### config.mk
export PLATFORM = sky130hd
export DESIGN_NAME = intc_vec_flat
export DESIGN_NICKNAME = d
export VERILOG_FILES = /design/src/rtl/intc_vec_if.sv /design/src/rtl/intc_vec.sv /design/src/flat_wrapper.sv
export SDC_FILE = /design/constraint.sdc
export NUM_CORES = 1
export LEC_CHECK = 0
export BUFFER_PORTS_ARGS = -buffer_cell sky130_fd_sc_hd__buf_4
export CORE_ASPECT_RATIO = 1.75
export CORE_MARGIN = 3
export CORE_UTILIZATION = 41
export CTS_BUF_LIST = sky130_fd_sc_hd__clkbuf_16
export CTS_CLUSTER_SIZE = 12
export DETAILED_ROUTE_END_ITERATION = 12
export GPL_TIMING_DRIVEN = 0
export PLACE_DENSITY = 0.86
export SYNTH_ARGS = -nofsm -noshare
export SYNTH_HDL_FRONTEND = slang
export SYNTH_SLANG_ARGS = --single-unit
export TNS_END_PERCENT = 1
### constraint.sdc
create_clock -name clk -period 2.4 [get_ports clk]
set_input_delay 0.36 -clock clk [delete_from_list [all_inputs] [get_ports clk]]
set_output_delay 0.36 -clock clk [all_outputs]
set_load 0.03 [all_outputs]
### src/rtl/intc_vec_if.sv
// Peripheral-bus and CPU interrupt handshake bundle for intc_vec.
interface intc_vec_if;
    logic [1:0]  A;
    logic        WE;
    logic [31:0] WD;
    logic [31:0] RD;
    logic        IRQ;
    logic        IACK;
    logic [31:0] ADDR;

    modport master (output A, WE, WD, IACK, input RD, IRQ, ADDR);
    modport slave  (input A, WE, WD, IACK, output RD, IRQ, ADDR);
endinterface

### src/rtl/intc_vec.sv
// Vectored interrupt controller: pending/enable/status/EOI registers, fixed priority (lowest index wins).
// Define INTC_VEC_EDGE_EN for rising-edge source detection; default is level mode.
module intc_vec #(
    parameter int          N_IRQ      = 4,
    parameter logic [31:0] VEC_BASE   = 32'h0000_0100,
    parameter logic [31:0] VEC_STRIDE = 32'h0000_0010
) (
    input  logic             clk,
    input  logic             rst,
    input  logic [N_IRQ-1:0] src,
    intc_vec_if.slave        bus
);
    localparam int ID_W = (N_IRQ > 1) ? $clog2(N_IRQ) : 1;

    typedef enum logic [1:0] {IDLE, REQ, SERVICE} state_t;

    state_t           state, state_n;
    logic [N_IRQ-1:0] pending, pending_n, en, en_n, events, w1c, ack_clr, active;
    logic [ID_W-1:0]  id, id_n, win;
    logic             irq;
    logic             wr_pend, wr_en, wr_eoi, ack;

    assign wr_pend = bus.WE && (bus.A == 2'd0);
    assign wr_en   = bus.WE && (bus.A == 2'd1);
    assign wr_eoi  = bus.WE && (bus.A == 2'd3);
    assign ack     = (state == REQ) && bus.IACK;

`ifdef INTC_VEC_EDGE_EN
    logic [N_IRQ-1:0] src_q;
    always_ff @(posedge clk or negedge rst) begin
        if (!rst) src_q <= '0;
        else      src_q <= src;
    end
    assign events = src & ~src_q;
`else
    assign events = src;
`endif

    // Set has priority over both W1C and acknowledge clears.
    always_comb begin
        w1c       = wr_pend ? bus.WD[N_IRQ-1:0] : '0;
        ack_clr   = '0;
        if (ack) ack_clr[id] = 1'b1;
        pending_n = (pending & ~(w1c | ack_clr)) | events;
        en_n      = wr_en ? bus.WD[N_IRQ-1:0] : en;
    end

    assign active = pending & en;

    always_comb begin
        win = '0;
        for (int i = N_IRQ - 1; i >= 0; i--)
            if (active[i]) win = ID_W'(i);
    end

    always_ff @(posedge clk or negedge rst) begin
        if (!rst) begin
            pending <= '0;
            en      <= '0;
        end else begin
            pending <= pending_n;
            en      <= en_n;
        end
    end

    // Withdrawal looks at next-cycle pending/enable so a W1C or mask write drops the request at once.
    always_comb begin
        state_n = state;
        id_n    = id;
        case (state)
            IDLE:    if (|active) begin
                         state_n = REQ;
                         id_n    = win;
                     end
            REQ:     if (ack)                               state_n = SERVICE;
                     else if (!(pending_n[id] && en_n[id])) state_n = IDLE;
            SERVICE: if (wr_eoi)                            state_n = IDLE;
            default:                                        state_n = IDLE;
        endcase
    end

    always_ff @(posedge clk or negedge rst) begin
        if (!rst) begin
            state <= IDLE;
            id    <= '0;
            irq   <= 1'b0;
        end else begin
            state <= state_n;
            id    <= id_n;
            irq   <= (state_n == REQ);
        end
    end

    assign bus.IRQ  = irq;
    assign bus.ADDR = VEC_BASE + VEC_STRIDE * 32'(id);

    always_comb begin
        bus.RD = '0;
        case (bus.A)
            2'd0: bus.RD = 32'(pending);
            2'd1: bus.RD = 32'(en);
            2'd2: begin
                bus.RD[31]       = (state == SERVICE);
                bus.RD[30]       = (state == REQ);
                bus.RD[ID_W-1:0] = id;
            end
            default: bus.RD = '0;
        endcase
    end
endmodule

### src/flat_wrapper.sv
// flat-port wrapper written by rule: the top's interface ports become plain ports
module intc_vec_flat 
#(
    parameter int          N_IRQ      = 4,
    parameter logic [31:0] VEC_BASE   = 32'h0000_0100,
    parameter logic [31:0] VEC_STRIDE = 32'h0000_0010
)
  (clk, rst, src, bus_A, bus_WE, bus_WD, bus_IACK, bus_RD, bus_IRQ, bus_ADDR);
  intc_vec_if bus_i ();
  input  logic clk;
  input  logic rst;
  input  logic [N_IRQ-1:0] src;
  input wire logic [$bits(bus_i.A)-1:0] bus_A;
  input wire logic [$bits(bus_i.WE)-1:0] bus_WE;
  input wire logic [$bits(bus_i.WD)-1:0] bus_WD;
  input wire logic [$bits(bus_i.IACK)-1:0] bus_IACK;
  output wire logic [$bits(bus_i.RD)-1:0] bus_RD;
  output wire logic [$bits(bus_i.IRQ)-1:0] bus_IRQ;
  output wire logic [$bits(bus_i.ADDR)-1:0] bus_ADDR;
  assign bus_i.A = bus_A;
  assign bus_i.WE = bus_WE;
  assign bus_i.WD = bus_WD;
  assign bus_i.IACK = bus_IACK;
  assign bus_RD = bus_i.RD;
  assign bus_IRQ = bus_i.IRQ;
  assign bus_ADDR = bus_i.ADDR;
  intc_vec #(.N_IRQ(N_IRQ), .VEC_BASE(VEC_BASE), .VEC_STRIDE(VEC_STRIDE)) u_core (.clk(clk), .rst(rst), .src(src), .bus(bus_i));
endmodule
* Word level (Yosys, flattened, before mapping)
Index checks and enable logic that the tools add are counted.
** Storage, ports and cells
- Register bits :: 13
- Logic and storage cells :: 50
- Input port bits :: 42
- Output and inout port bits :: 65
** Cells by class
- Equality and inequality tests :: 6
- $add $sub $neg :: 1
- Bitwise logic cells :: 5
- Multiplexer cells :: 21
- $lt $le $gt $ge :: 2
- Reductions and logical operators :: 10
** Operators with widths (count)
- $mux W2 :: 9
- $mux W4 :: 3
- $pmux W2 S3 :: 2
- $add A9 B6 Y10 const A :: 1
- $and A4 B4 Y4 :: 2
- $or A4 B4 Y4 :: 2
- $eq A2 B1 Y1 const B :: 3
- $eq A2 B2 Y1 const B :: 3
- $logic_and A1 B1 Y1 :: 6
- $bmux W1 S2 :: 2
- $logic_not A2 Y1 :: 2
- $not A4 Y4 :: 1
- $pmux W2 S2 :: 1
- $reduce_or A4 Y1 :: 1
- $lt A2 B3 Y1 const B :: 1
- $mux W1 :: 3
- $demux W1 S2 :: 1
- $ge A2 B1 Y1 const B :: 1
- $reduce_and A2 Y1 :: 1

* Depth between registers and ports, before layout
Gate-level depths: netlist of the first run.
- Depth in word-level cells :: 16
- Depth in mapped cells :: 5
- Mapped depth without buffers :: 4

* Worst setup path after synthesis of the first run
OpenSTA, ideal clock, no wires.
- Kind :: input to output
- Start :: in bus_A[0]
- End :: out bus_RD[31]
- Path slack :: 640 ps
- Data arrival time :: 1400 ps
- Stages on the path :: 3
- Data required time :: 2040 ps
- Path buffers :: 1
- Cells stage by stage :: buf_6 -> nand2b_1 -> nor3b_1
** Between the ends
- Word-level cells in the longest chain between the ends :: 2
** Ends and longest elaborated chain
- start, declared :: RTL line flat_wrapper.sv:13 : input wire logic [$bits(bus_i.A)-1:0] bus_A;
- $eq A2 B2 Y1 :: RTL line intc_vec.sv:99 : case (bus.A)
- $mux W2 :: RTL line intc_vec.sv:99
- end, declared :: RTL line flat_wrapper.sv:17 : output wire logic [$bits(bus_i.RD)-1:0] bus_RD;
No other way between the ends.

* Final worst setup path of the first run
- Start :: reg u_core.id[1]
- End :: out bus_RD[1]
** Between the ends
- Word-level cells in the longest chain between the ends :: 1
** Ends and longest elaborated chain
- start, declared :: RTL line intc_vec.sv:19 : logic [ID_W-1:0] id, id_n, win;
- start signal, assigned :: RTL line intc_vec.sv:89 : id <= id_n;
- $pmux W2 S3 :: RTL line intc_vec.sv:99
No other way between the ends.

==> results of run 1 <==
==> cell usage after synthesis (all sizes together), types with 2 or more instances <==
library cell and number:
nand3 3, mux4 2, buf 59, o41ai 2
nand2b 3, nor2 5, inv 4, o22ai 2
dfrtp 13, nor3 2, nand2 4, a31o 3
nand4bb 4, conb 2, a21oi 6, mux2i 4
mux2 5
==> area by class of cell <==
type / instances / area (um2)
Fill cell: 249 / 1074
Multi-Input combinational cell: 110 / 631.9
Buffer: 60 / 450.4
Sequential cell: 13 / 325.3
Timing Repair Buffer: 23 / 175.2
Clock buffer: 3 / 75.07
Tap cell: 27 / 33.78
Inverter: 4 / 15.01
Clock inverter: 1 / 3.754
==> state kept, by name (all words and copies together) (netlist names) <==
| signal | flops |
|---|---|
| u_core.en | 4 |
| u_core.id | 2 |
| u_core.pending | 4 |
| u_core.bus.IRQ | 1 |
| u_core.state | 2 |
==> path summary, 6_finish.rpt <==
| check | startpoint | endpoint | slack (ps) | cells after the start |
|---|---|---|---|---|
| worst max-delay path | u_core.id[1] | bus_RD[1] | 640 | 4 |
| worst min-delay path | src[3] | u_core.pending[3] | 320 | 2 |
| worst max register to register | u_core.id[1] | u_core.state[0] | 840 | 3 |
| worst min register to register | u_core.en[2] | u_core.en[2] | 560 | 1 |
| max in group asynchronous | rst | u_core.bus.IRQ | 1720 | 2 |
| min in group asynchronous | rst | u_core.en[1] | 510 | 2 |
==> what timing repair did <==
item | in CTS | in global routing
endpoints found under the hold margin | 13 | 0
endpoints found under the setup margin | 0 | 0
hold buffers | 1 | 0
==> worst max-delay path: stages (launching register included) <==
cell and delay, ps:
dfrtp_1 340, clkbuf_1 280, inv_1 160, o22ai_1 190, buf_4 180
==> cells by family (layout without fill, tap and decap cells) <==
logic type,count (synthesis),in the layout
muxes,11,11
buffers and inverters,64,91
other,2,56
DFF,13,13
AOI/OAI and AO/OA,19,19
and+or+nand+nor,24,24
==> power by group through the flow <==
stage	registers (mW)	logic, mW	clock network, mW
2_1_floorplan	0.392	0.445	0
3_3_place_gp	0.357	0.628	0
3_5_place_dp	0.361	0.633	0
4_1_cts	0.361	0.639	0.318
5_1_grt	0.371	0.693	0.323
6_report	0.362	0.642	0.314
==> per-stage QoR <==
| stage | worst slack, ps | instance area, um2 | power [mW] | hold slack [ps] |
|---|---|---|---|---|
| 2_1_floorplan | 639.8 | 1423 | 0.8374 | 64.41 |
| 3_3_place_gp | 648.9 | 1622 | 0.9843 | 214.6 |
| 3_5_place_dp | 637.2 | 1622 | 0.9946 | 217.2 |
| 4_1_cts | 635.8 | 1710 | 1.317 | 312.5 |
| 5_1_grt | 503.6 | 1710 | 1.388 | 316.9 |
| 6_report | 642.3 | 1710 | 1.319 | 315.2 |
==> metal layers <==
metal	global-route usage	vias to the layer above	wire length, um	share of wire
met2	0.2823	67	1482	0.55
li1	-	513	-	-
met1	0.1270	439	815	0.30
met5	0	-	0	0
met3	0.05505	11	291	0.11
met4	0.09972	0	124	0.046
==> metrics.yaml, run 1 <==
ys_seq_area_frac: 0.2667
grt_first_pass_wirelength_um: 4098
cts_buffers: 3
synth-seq-cells: 13
p_leak_nw: 0.9627
final_layout_size_suffix_gt1_frac: 0.4393
cts_tree: "yes"
fp.dieArea_um2: 3692
clkSinkCount: 13
ant_nets: 0
utilization: 0.6144
cts_resized: 0
yosys.area_share.adder: 0
num_vias: 1030
hold_path_class: "in2reg"
arrival_ps: 1400
root_buffer: "clkbuf_16"
routed_wirelength_um: 2714
gp_congestion: 0.8505
synth_mux_area_frac: 0.1159
synth-xor-area-share: 0
switching_share: 0.4227
first_pass_iters: 4
syn-cell-area_um2: 1220
end_kind: "output pin"
fp.coreArea_um2: 2784
fin_nets: 257
clock.fmax_mhz: 568.9
status: "finished clean"
p_per_area_nw_per_um2: 771.0
fin_worst_skew_ps: 1.378
synth-main-ff-cell: "dfrtp_1"
synth_top_cell_by_area: "buf_4"
power_frac_comb: 0.487
rows: 25
synth_top_family_by_area: "buffers and inverters"
cp.required_ps: 2040
grt_max_degree: 14
finalCriticalPeriod_ps: 1758
async_flop_share: 1.000
synth_area_leaders: "buf_4 (36%), dfrtp_1 (27%), mux2_2 (4.6%)"
route.detailed.wl_per_inst_um: 11.26
antenna_found_initial: 0
initial_core_util: 0.4382
die_x_um: 47.24
fin_setup_tns_ps: 0
critical_path_class: "reg2out"
io_buffers: 22
via_per_inst: 4.274
yosys_warnings: 0
synth_edf_count: 0
clkPwrFrac: 0.238
path_max_fanout: 7
yosysTopAreaCellShare: 0.3569
clk_transition_reported_paths_ps: 40
avgSynthCellArea_um2: 9.172
dp.cells: 236
drtIter0Drc: 56
synth-simple-area-share: 0.1200
maxSlewViolCount: 0
ir_drop_mv: 0.4645
rsz0062_at_grt: "no"
diodes: 0
grt_use_total: 0.1563
hold_violations: 0
p_seq_frac: 0.275
overflow: 0
drcViolationCount: 0
internal_power_mw: 0.7614
worstSetupStartpointType: "flop"
stdcell_count: 241
clockBufferDepth: 2
synthToLayoutAreaGrowth_pct: 40.21
power_switching_mw: 0.5574
fin_crit_sh: 0.7324
cts_setup_buffers: 0
syn_inst: 133
ios: 107
clock_latency_ps: 240
htreeDepth: 1
finalSetupViolCount: 0
layout_common_cells: "buf_4 (80), conb_1 (56), dfrtp_1 (13)"
die-height_um: 78.16
final_common_cell: "buf_4"
grt_pass1_vias: 950
synth_compound_area_frac: 0.1097
synth_cell_types: 28
maxCapViolations: 0
Power figures use the tool's default switching activity.
==> inputs of run 2 (changes only) <==
--- a/config.mk
+++ b/config.mk
@@ -8,12 +8,12 @@
 export BUFFER_PORTS_ARGS = -buffer_cell sky130_fd_sc_hd__buf_4
 export CORE_ASPECT_RATIO = 1.75
 export CORE_MARGIN = 3
-export CORE_UTILIZATION = 41
+export CORE_UTILIZATION = 38
 export CTS_BUF_LIST = sky130_fd_sc_hd__clkbuf_16
 export CTS_CLUSTER_SIZE = 12
 export DETAILED_ROUTE_END_ITERATION = 12
 export GPL_TIMING_DRIVEN = 0
-export PLACE_DENSITY = 0.86
+export PLACE_DENSITY = 0.81
 export SYNTH_ARGS = -nofsm -noshare
 export SYNTH_HDL_FRONTEND = slang
 export SYNTH_SLANG_ARGS = --single-unit
==> constraint.sdc (replaced) <==
create_clock -name clk -period 1.8 [get_ports clk]
set_input_delay 0.27 -clock clk [delete_from_list [all_inputs] [get_ports clk]]
set_output_delay 0.27 -clock clk [all_outputs]
set_load 0.03 [all_outputs]
==> metrics.yaml, run 2 (synthesis gave the netlist of run 1 again) <==
status: "finished clean"
root_buffer: "clkbuf_16"
critical_path_class: "reg2out"
overflow: 0  # unchanged
routed_wirelength_um: 2775  # +2.2%
holdPathEnd: "u_core.pending[3]"
gp_congestion: 0.8655  # +1.8%
drtIter0Drc: 22  # -61%
rsz0062_at_grt: "no"
setup_slack_ps: 196.8  # -445.5 ps
internal_power_mw: 1.010  # +33%
fp.dieArea_um2: 3953  # +7.1%
diodes: 0  # unchanged
worstSetupStartpointType: "flop"
clockBufferDepth: 2  # unchanged
antenna_found_initial: 0  # unchanged
die_x_um: 48.83  # +3.4%
cts_buffers: 3  # unchanged
die-height_um: 80.96  # +3.6%
hold-worst-slack_ps: 229.3  # -85.91 ps
fin_setup_tns_ps: 0  # unchanged
dp.cells: 251  # +6.4%
r2r_cells: 2  # -1
stdcell_count: 255  # +5.8%
grt_use_total: 0.1409  # -0.01543
synthToLayoutAreaGrowth_pct: 41.44
fin_nets: 256  # -0.39%
io_buffers: 22  # unchanged
via_per_inst: 4.039  # -5.5%
drcViolationCount: 0  # unchanged
dr_wl_met3_um: 308  # +5.8%
clk_transition_reported_paths_ps: 40  # about the same
power_switching_mw: 0.7477  # +34%
p_seq_frac: 0.289  # +0.014
r2r_slack_ps: 280  # -560 ps
min-delay-start: "src[3]"
clkPwrFrac: 0.233  # -0.005
first_pass_iters: 4  # unchanged
reg2reg_from: "u_core.id[1]"
clock_latency_ps: 240  # about the same
num_vias: 1030  # unchanged
path_max_fanout: 8  # +1
maxCapViolations: 0  # unchanged
highest_layer: "met4"
cts_resized: 0  # unchanged
reg2reg_to: "u_core.bus.IRQ"
post-place-ws_ps: 97.42  # -539.8 ps
power_frac_comb: 0.478  # -0.009
wirelength_met1_um: 878  # +7.7%
cp.required_ps: 1530  # -510 ps
final_common_cell: "buf_4"
p_per_area_nw_per_um2: 1019  # +32%
arrival_ps: 1330  # -70 ps
htreeDepth: 1  # unchanged
fp.coreArea_um2: 2993  # +7.5%
initial_core_util: 0.4076  # -0.03059
power_mw: 1.758  # +33%
fin_crit_sh: 0.8907
clkSinkCount: 13  # unchanged
reg.largest.list: "u_core.en: 4 flops, u_core.pending: 4 flops"
met2WireLength_um: 1522  # +2.7%
finalSetupViolCount: 0  # unchanged
grt_first_pass_wirelength_um: 4229  # +3.2%
register_area_um2: 325.3  # unchanged
finalCriticalPeriod_ps: 1603
hold_path_class: "in2reg"
switching_share: 0.4254  # +0.002749
ant_nets: 0  # unchanged
nFillCells: 289  # +16%
grt_pass1_vias: 1018  # +7.2%
hold_violations: 0  # unchanged
ir_drop_mv: 0.4465  # -3.9%
utilization: 0.5765  # -0.03788
final_layout_size_suffix_gt1_frac: 0.4413  # +0.002062
route.detailed.wl_per_inst_um: 10.88  # -3.4%
p_leak_nw: 0.9616  # -0.12%
ios: 107  # unchanged
multiInputGateArea_um2: 631.9  # unchanged
end_kind: "output pin"
holdPathStages: 2  # unchanged
maxSlewViolCount: 0  # unchanged
fin_worst_skew_ps: 2.731  # +1.352 ps
final_area_um2: 1725  # +0.88%
dpl-instance-area_um2: 1640  # +1.2%
rows: 26  # +4.0%
grt_max_degree: 14  # unchanged
layout_common_cells: "buf_4 (80), conb_1 (56), dfrtp_1 (13)"
clock.fmax_mhz: 623.7
cts_tree: "yes"
-- run 2: layout make-up --
| type | instances | area share |
|---|---|---|
| multi-input combinational | 110 | 0.3662 |
| clock buffer | 3 | 0.04351 |
| buffer | 59 | 0.2589 |
| timing repair buffer | 23 | 0.1015 |
| clock inverter | 1 | 0.002175 |
| sequential | 13 | 0.1885 |
| tap | 42 | 0.03046 |
| inverter | 4 | 0.008702 |
-- run 2: how the worst max path moves through the flow --
stage | end | from | slack (ps)
floorplan | bus_RD[1] | u_core.id[1] | 130
CTS | bus_RD[1] | u_core.id[1] | 110
global placement | u_core.bus.IRQ | bus_A[1] | 130
global route | bus_RD[0] | u_core.id[0] | 130
finish | bus_RD[0] | u_core.id[0] | 200
detailed placement | u_core.bus.IRQ | bus_A[1] | 100
-- run 2: power by group through the flow --
stage                     registers, mW  logic [mW]  clock network, mW
after floorplan                   0.523       0.594                  0
after global placement            0.476       0.839                  0
after detailed placement          0.484       0.851                  0
after CTS                         0.481       0.863              0.416
after global routing              0.527       0.895              0.431
final                             0.508       0.840              0.409
-- run 2: worst max-delay path, cell delays in order (launching register included) --
cell and delay, ps:
dfrtp_1 520, inv_1 180, o22ai_1 210, buf_4 190
-- run 2: per-layer routing --
layer  global-route usage  up-vias
li1                     -      508
met2               0.2820       70
met3              0.04771        8
met1               0.1154      444
met4              0.08262        0
met5                    0        -
-- run 2: timing repair --
action / in CTS / in global routing
endpoints found under the setup margin: 0 / 1
endpoints found under the hold margin: 13 / 0
hold buffers: 1 / 0
setup buffers: 0 / 0
